[src/rtl/spi_frame_rx_if.sv]
// spi_frame_rx_if: parallel word handshake between the frame receiver
// and the sample-path consumer.
interface spi_frame_rx_if #(
  parameter int WIDTH = 12
);
  logic [WIDTH-1:0] data;
  logic             valid;
  logic             ready;

  modport master (
    output data,
    output valid,
    input  ready
  );

  modport slave (
    input  data,
    input  valid,
    output ready
  );
endinterface

[src/rtl/spi_frame_rx.sv]
// spi_frame_rx: strobe-sampled serial-to-parallel frame receiver.
// Define SPI_FRAME_RX_ERR_EN to add the frame_err short-frame pulse.
module spi_frame_rx #(
  parameter int WIDTH     = 12,
  parameter bit MSB_FIRST = 1'b1
) (
  input  logic clk,
  input  logic nrst,
  input  logic cs,
  input  logic strobe,
  input  logic sdi,
  spi_frame_rx_if.master bus,
  output logic busy,
  output logic overrun
`ifdef SPI_FRAME_RX_ERR_EN
  ,
  output logic frame_err
`endif
);

  localparam int CW = $clog2(WIDTH + 1);
  localparam logic [CW-1:0] LAST = CW'(WIDTH - 1);

  typedef enum logic [1:0] {
    IDLE,
    SHIFT,
    COMMIT,
    WAIT_LOW
  } state_t;

  state_t           state;
  state_t           state_n;
  logic             cs_q;
  logic             armed;
  logic             start;
  logic [CW-1:0]    cnt;
  logic [WIDTH-1:0] shreg;
  logic [WIDTH-1:0] shreg_n;
  logic [WIDTH-1:0] data_q;
  logic             valid_q;
  logic             shift_en;
  logic             commit;
  logic             abort;

  // armed blocks a frame already open when reset is released
  assign start = cs & ~cs_q & armed;

  assign shreg_n = MSB_FIRST ? {shreg[WIDTH-2:0], sdi}
                             : {sdi, shreg[WIDTH-1:1]};

  always_ff @(posedge clk or negedge nrst) begin
    if (!nrst) begin
      state <= IDLE;
    end else begin
      state <= state_n;
    end
  end

  always_comb begin
    state_n  = state;
    shift_en = 1'b0;
    commit   = 1'b0;
    abort    = 1'b0;
    case (state)
      IDLE: begin
        if (start) state_n = SHIFT;
      end
      SHIFT: begin
        if (!cs) begin
          abort   = 1'b1;
          state_n = IDLE;
        end else if (strobe) begin
          shift_en = 1'b1;
          if (cnt == LAST) state_n = COMMIT;
        end
      end
      COMMIT: begin
        commit  = 1'b1;
        state_n = WAIT_LOW;
      end
      WAIT_LOW: begin
        if (!cs) state_n = IDLE;
      end
      default: state_n = IDLE;
    endcase
  end

  always_ff @(posedge clk or negedge nrst) begin
    if (!nrst) begin
      cs_q    <= 1'b0;
      armed   <= 1'b0;
      cnt     <= '0;
      shreg   <= '0;
      data_q  <= '0;
      valid_q <= 1'b0;
      overrun <= 1'b0;
    end else begin
      cs_q <= cs;
      if (!cs) armed <= 1'b1;
      if ((state == IDLE && start) || abort) begin
        cnt <= '0;
      end else if (shift_en) begin
        cnt <= cnt + 1'b1;
      end
      if (shift_en) shreg <= shreg_n;
      if (commit) begin
        if (!valid_q || bus.ready) begin
          data_q  <= shreg;
          valid_q <= 1'b1;
        end else begin
          overrun <= 1'b1;
        end
      end else if (valid_q && bus.ready) begin
        valid_q <= 1'b0;
      end
    end
  end

`ifdef SPI_FRAME_RX_ERR_EN
  always_ff @(posedge clk or negedge nrst) begin
    if (!nrst) begin
      frame_err <= 1'b0;
    end else begin
      frame_err <= abort;
    end
  end
`endif

  assign bus.data  = data_q;
  assign bus.valid = valid_q;
  assign busy      = (state != IDLE);

endmodule

[src/flat_wrapper.sv]
// flat-port wrapper written by rule: the top's interface ports become plain ports
module spi_frame_rx_flat 
#(
  parameter int WIDTH     = 12,
  parameter bit MSB_FIRST = 1'b1
)
  (clk, nrst, cs, strobe, sdi, busy, overrun, bus_data, bus_valid, bus_ready);
  spi_frame_rx_if #(.WIDTH(WIDTH)) bus_i ();
  input  logic clk;
  input  logic nrst;
  input  logic cs;
  input  logic strobe;
  input  logic sdi;
  output logic busy;
  output logic overrun;
  output wire logic [$bits(bus_i.data)-1:0] bus_data;
  output wire logic [$bits(bus_i.valid)-1:0] bus_valid;
  input wire logic [$bits(bus_i.ready)-1:0] bus_ready;
  assign bus_data = bus_i.data;
  assign bus_valid = bus_i.valid;
  assign bus_i.ready = bus_ready;
  spi_frame_rx #(.WIDTH(WIDTH), .MSB_FIRST(MSB_FIRST)) u_core (.clk(clk), .nrst(nrst), .cs(cs), .strobe(strobe), .sdi(sdi), .bus(bus_i), .busy(busy), .overrun(overrun));
endmodule
[config.mk]
export PLATFORM = sky130hd
export DESIGN_NAME = spi_frame_rx_flat
export DESIGN_NICKNAME = d
export VERILOG_FILES = /design/src/rtl/spi_frame_rx_if.sv /design/src/rtl/spi_frame_rx.sv /design/src/flat_wrapper.sv
export SDC_FILE = /design/constraint.sdc
export NUM_CORES = 1
export LEC_CHECK = 0
export BUFFER_PORTS_ARGS = -buffer_cell sky130_fd_sc_hd__buf_4
export CORE_MARGIN = 2
export CORE_UTILIZATION = 50
export CTS_BUF_LIST = sky130_fd_sc_hd__clkbuf_4
export DETAILED_ROUTE_END_ITERATION = 10
export PLACE_DENSITY = 0.68
export SLEW_MARGIN = 20
export SYNTH_ARGS = -nofsm -noshare
export SYNTH_HDL_FRONTEND = slang
export SYNTH_SLANG_ARGS = --single-unit
[constraint.sdc]
create_clock -name clk -period 1.63 [get_ports clk]
set_input_delay 0 -clock clk [delete_from_list [all_inputs] [get_ports clk]]
set_output_delay 0 -clock clk [all_outputs]
set_load 0.1 [all_outputs]
; ---- After elaboration in Yosys (flattened, before gate mapping)
; Cells that the tools add are included.
[op_classes]
n_bitwise = 4
eq_ne = 9
n_mux = 17
reduce_logical = 13
n_addsub = 1
[op_table]
columns = cell, count
row1 = $mux 2, 5
row2 = $mux 1, 9
row3 = $mux 4, 2
row4 = $pmux 2 s4, 1
row5 = $reduce_and 2->1, 3
row6 = $reduce_bool 2->1, 3
row7 = $add 4x1->4 const B, 1
row8 = $eq 2x2->1 const B, 2
row9 = $eq 4x4->1 const B, 1
row10 = $ne 2x2->1 const B, 2
row11 = $reduce_and 4->1, 1
row12 = $ne 3x2->1 const B, 1
row13 = $ne 3x3->1 const B, 1
row14 = $and 1x1->1, 2
row15 = $eq 2x1->1 const B, 1
row16 = $logic_and 1x1->1, 2
row17 = $logic_not 2->1, 1
row18 = $logic_or 1x1->1, 2
row19 = $ne 2x1->1 const B, 1
row20 = $not 1->1, 2
row21 = $logic_not 1->1, 1
[totals]
elab_cells = 52
regBits = 34
out_inout_bits = 15

; ---- Longest topological paths before layout
[depth]
word_depth = 6
depth_mapped = 4
mapped_depth_nobuf = 4

; ---- Worst setup path before layout
; No wires, ideal clock.
[synth_path]
path_kind = register to register
start = register u_core.valid_q, in the netlist u_core.bus.valid
end = register u_core.data_q[0], in the netlist u_core.bus.data[0]
required_time_ps = 1504
stages_incl_launch_ff = 5
arrival_ps = 1814
slack_ps = -310
path_cell_list = dfrtp_1 > or2b_1 > nand2_1 > clkbuf_8 > mux2_2
[synth_via]
elab_chain_len = 3
[synth_lines]
columns = element, line
row1 = start: declaration, spi_frame_rx.sv:40  ; logic valid_q;
row2 = start signal: assignment, spi_frame_rx.sv:95  ; valid_q <= 1'b0;
row3 = start signal: assignment, spi_frame_rx.sv:109  ; valid_q <= 1'b1;
row4 = start signal: assignment, spi_frame_rx.sv:114  ; valid_q <= 1'b0;
row5 = $logic_not 1->1, spi_frame_rx.sv:107  ; if (!valid_q || bus.ready) begin
row6 = $logic_or 1x1->1, spi_frame_rx.sv:107
row7 = $reduce_and 2->1 (no line), -
row8 = end signal: assignment, spi_frame_rx.sv:108  ; data_q <= shreg;
row9 = end: declaration, spi_frame_rx.sv:39  ; logic [WIDTH-1:0] data_q;
; No other way between the ends.
; A chain may end at the register's enable or synchronous reset.

; ---- Worst setup path in the final report
[layout_path]
start = register u_core.state[0]
end = register u_core.data_q[4], in the netlist u_core.bus.data[4]
[layout_via]
elab_chain_len = 3
[layout_lines]
columns = element, line
row1 = start: declaration, spi_frame_rx.sv:31  ; state_t state;
row2 = start signal: assignment, spi_frame_rx.sv:55  ; state <= state_n;
row3 = $eq 2x2->1, spi_frame_rx.sv:64  ; case (state)
row4 = $mux 1, spi_frame_rx.sv:64
row5 = $reduce_and 2->1 (no line), -
; No other way between the ends.

==> results.sh <==
export IMPL_status="finished, final reports clean"
export IMPL_synth_xor_area_share_pct=0.646
export IMPL_finalCriticalPeriod_ps=1470
export IMPL_synth_area_top_cells="dfrtp_1, mux2_2, nand4b_4"
export IMPL_synth_top_cell_area_share_pct=62.8
export IMPL_syn_avg_cell_area_um2=14.7
export IMPL_power_static_leakage_nw=0.844
export IMPL_cp_data_required_time_ps=1850
export IMPL_antennaDiodeCount=0
export IMPL_grt_max_degree=35
export IMPL_setup_tns_final_ps=0
export IMPL_dp_hpwl_mm=1.46
export IMPL_min_path_type="input pin to flop"
export IMPL_async_reset_ff_share_pct=100
export IMPL_drt_vias_per_instance=5.28
export IMPL_synthesis_nets=99
export IMPL_path_depth=4
export IMPL_arrival_ps=1690
export IMPL_combPwrFrac_pct=9.3
export IMPL_wl_mm=2.18
export IMPL_synth_compound_area_share_pct=4.16
export IMPL_synthAdderAreaFrac_pct=0.923
export IMPL_ant_nets=0
export IMPL_p_per_area_nw_per_um2=942
export IMPL_ys_types=25
export IMPL_drc_errors=0
export IMPL_switching_share_pct=25.4
export IMPL_endpoint_kind="flop"
export IMPL_dp_cells=142
export IMPL_wire_per_inst_um=14.1
export IMPL_cts_resized_gates=0
export IMPL_area_delta_synth_final_pct=20.8
export IMPL_drt_pass1_iterations=4
export IMPL_vias=813
export IMPL_track_usage_pct=15.9
export IMPL_yosys_warnings=0
export IMPL_max_stage_delay_ps=490
export IMPL_power_switching_mw=0.392
export IMPL_antenna_found_initial=0
export IMPL_clock_sinks=34
export IMPL_crit_slowest_cell="dfrtp_1"
export IMPL_critPathTopFamily="flip-flops"
export IMPL_synthSimpleGateAreaFrac_pct=8.59
export IMPL_critPathBufInv=1
export IMPL_place_area_um2=1540
export IMPL_htreeDepth=2
export IMPL_cp_start_kind="flop"
export IMPL_fillCellCount=204
export IMPL_synth_area_leader_cell="dfrtp_1"
export IMPL_grt_pass1_wl_mm=3.79
export IMPL_drive_gt1_share_pct=46.0
export IMPL_gp_congestion=0.691
export IMPL_syn_cell_area_um2=1360
export IMPL_cts_buffers=5
export IMPL_synthMostInstantiatedCell="dfrtp_1"
export IMPL_final_nets=130
export IMPL_initialDrtViolationCount=12
export IMPL_cts_tree="done"
export IMPL_start_util_pct=53.7
export IMPL_setup_viol=0
export IMPL_core_area_um2=2520
export IMPL_dieHeight_um=56.1
export IMPL_die_x_um=56.1
export IMPL_rr_worst_depth=4
export IMPL_hold_path_depth=4
export IMPL_synthMuxAreaShare_pct=20.7
export IMPL_rsz0062_at_grt="no"
export IMPL_cts_clk_slew_worst_paths_ps=100
export IMPL_synth_edf_count=0
export IMPL_dieArea_um2=3140
export IMPL_power_frac_clock_pct=28.4
export IMPL_holdWs_ps=99.1
export IMPL_skew_ps=4.68
export IMPL_post_cts_buffers=0
export IMPL_maxCapViolCount=0
export IMPL_io_pin_count=21
export IMPL_hold_buffers=4
export IMPL_yosys_top_cells_count="dfrtp_1, mux2_2, a21oi_1"
export IMPL_fin_crit_sh_pct=90.3
export IMPL_finalWorstSetupSlack_ps=158
export IMPL_row_count=18
export IMPL_crit_chain="and2b_2, nand2_1, buf_4, mux2_2"
export IMPL_fmaxAchievable_mhz=679
export IMPL_relSlewSlack_pct=72.0
export IMPL_cp_max_fo=12
export IMPL_hold_violations=0
export IMPL_irDropWorstVdd_v=0.000898
export IMPL_worst_pin_slew_ps=420
export IMPL_ys_seq_elements=34
export IMPL_seq_power_share_pct=62.3
export IMPL_synthFlopType="dfrtp_1"
export IMPL_design_area_um2=1640
export IMPL_cts_root_buf="clkbuf_4"
export IMPL_pre_cts_ws_ps=159
export IMPL_path_class="flop to flop"
export IMPL_clock_path_buffers=2
export IMPL_p_int_mw=1.15
export IMPL_drv_slew=0
export IMPL_synth_top_family_by_area="multiplexers"
export IMPL_place_port_buffers=20
export IMPL_fin_cells=154
export IMPL_synth_seq_area_share_pct=62.8
export IMPL_overflow=0
export IMPL_synth_cells=92
export IMPL_grt_pass1_vias=816
export IMPL_clk_latency_ps=330
## sequential cells by signal, indices dropped and copies added, names as in the netlist, named ones only
signal / flops
u_core.armed: 1
u_core.bus.data: 12
u_core.bus.valid: 1
u_core.cnt: 4
u_core.cs_q: 1
u_core.overrun: 1
u_core.shreg: 12
u_core.state: 1
## cell families (layout without fill, tap and decap cells)
kind of cell    after synthesis  in the layout
buf+inv                       5             37
fa+ha+maj                     1              1
flops                        34             34
simple gates                 16             16
compound gates               10             10
xor+xnor                      1              1
mux                          25             25
## routing by layer
layer	vias up	wire, um	global-route usage (%)
met4	0	32	5.10
met1	399	999	19.3
met3	4	119	7.21
li1	391	-	-
met2	19	1030	25.2
met5	-	0	0
## area by class of cell
| class | instances | area (um^2) | area share (%) |
|---|---|---|---|
| tap | 30 | 37.5 | 2.29 |
| inverter | 3 | 11.3 | 0.688 |
| sequential | 34 | 855 | 52.2 |
| clock inverter | 3 | 16.3 | 0.994 |
| timing repair buffer | 26 | 205 | 12.5 |
| clock buffer | 5 | 37.5 | 2.29 |
| multi-input combinational | 53 | 474 | 29.0 |
## worst paths after layout
check / from / to / slack [ps]
setup / recovery: u_core.state[0] / u_core.bus.data[4] / 160
hold / removal: strobe / u_core.state[0] / 100
setup reg to reg: u_core.state[0] / u_core.bus.data[4] / 160
hold reg to reg: u_core.overrun / u_core.overrun / 480
max in group asynchronous: nrst / u_core.bus.valid / 1160
min in group asynchronous: nrst / u_core.shreg[7] / 140
## cells in the final DEF (no fill, tap or decap), drive strengths merged, types with 2 or more instances in the layout
| cell type | instances |
|---|---|
| or2b | 2 |
| clkinv | 2 |
| clkbuf | 5 |
| o21ai | 3 |
| dfrtp | 34 |
| buf | 22 |
| dlygate4sd3 | 4 |
| or3 | 2 |
| a21oi | 4 |
| mux2 | 24 |
| inv | 3 |
| nor2 | 3 |
## metrics by stage
step	util [%]	power [mW]
3_3_place_gp	61.2	1.11
5_1_grt	64.9	1.63
4_1_cts	64.9	1.57
2_1_floorplan	-	1.06
3_5_place_dp	61.2	1.12
6_report	64.9	1.54
## power groups by stage
stage                     Clock (mW)  Combinational (mW)  Sequential [mW]
final                          0.439               0.143            0.961
after global routing           0.503               0.157            0.971
after CTS                      0.459               0.145            0.962
after detailed placement           0               0.137            0.980
after global placement             0               0.133            0.978
after floorplan                    0              0.0950            0.963
## tightest hold or removal path, delay by kind of cell
| kind | cells | cell delay [ps] |
|---|---|---|
| AO/OA/AOI/OAI | 1 | 140 |
| AND/OR/NAND/NOR | 2 | 130 |
| buffers and inverters | 1 | 120 |
(Power assumes the default switching activity.)
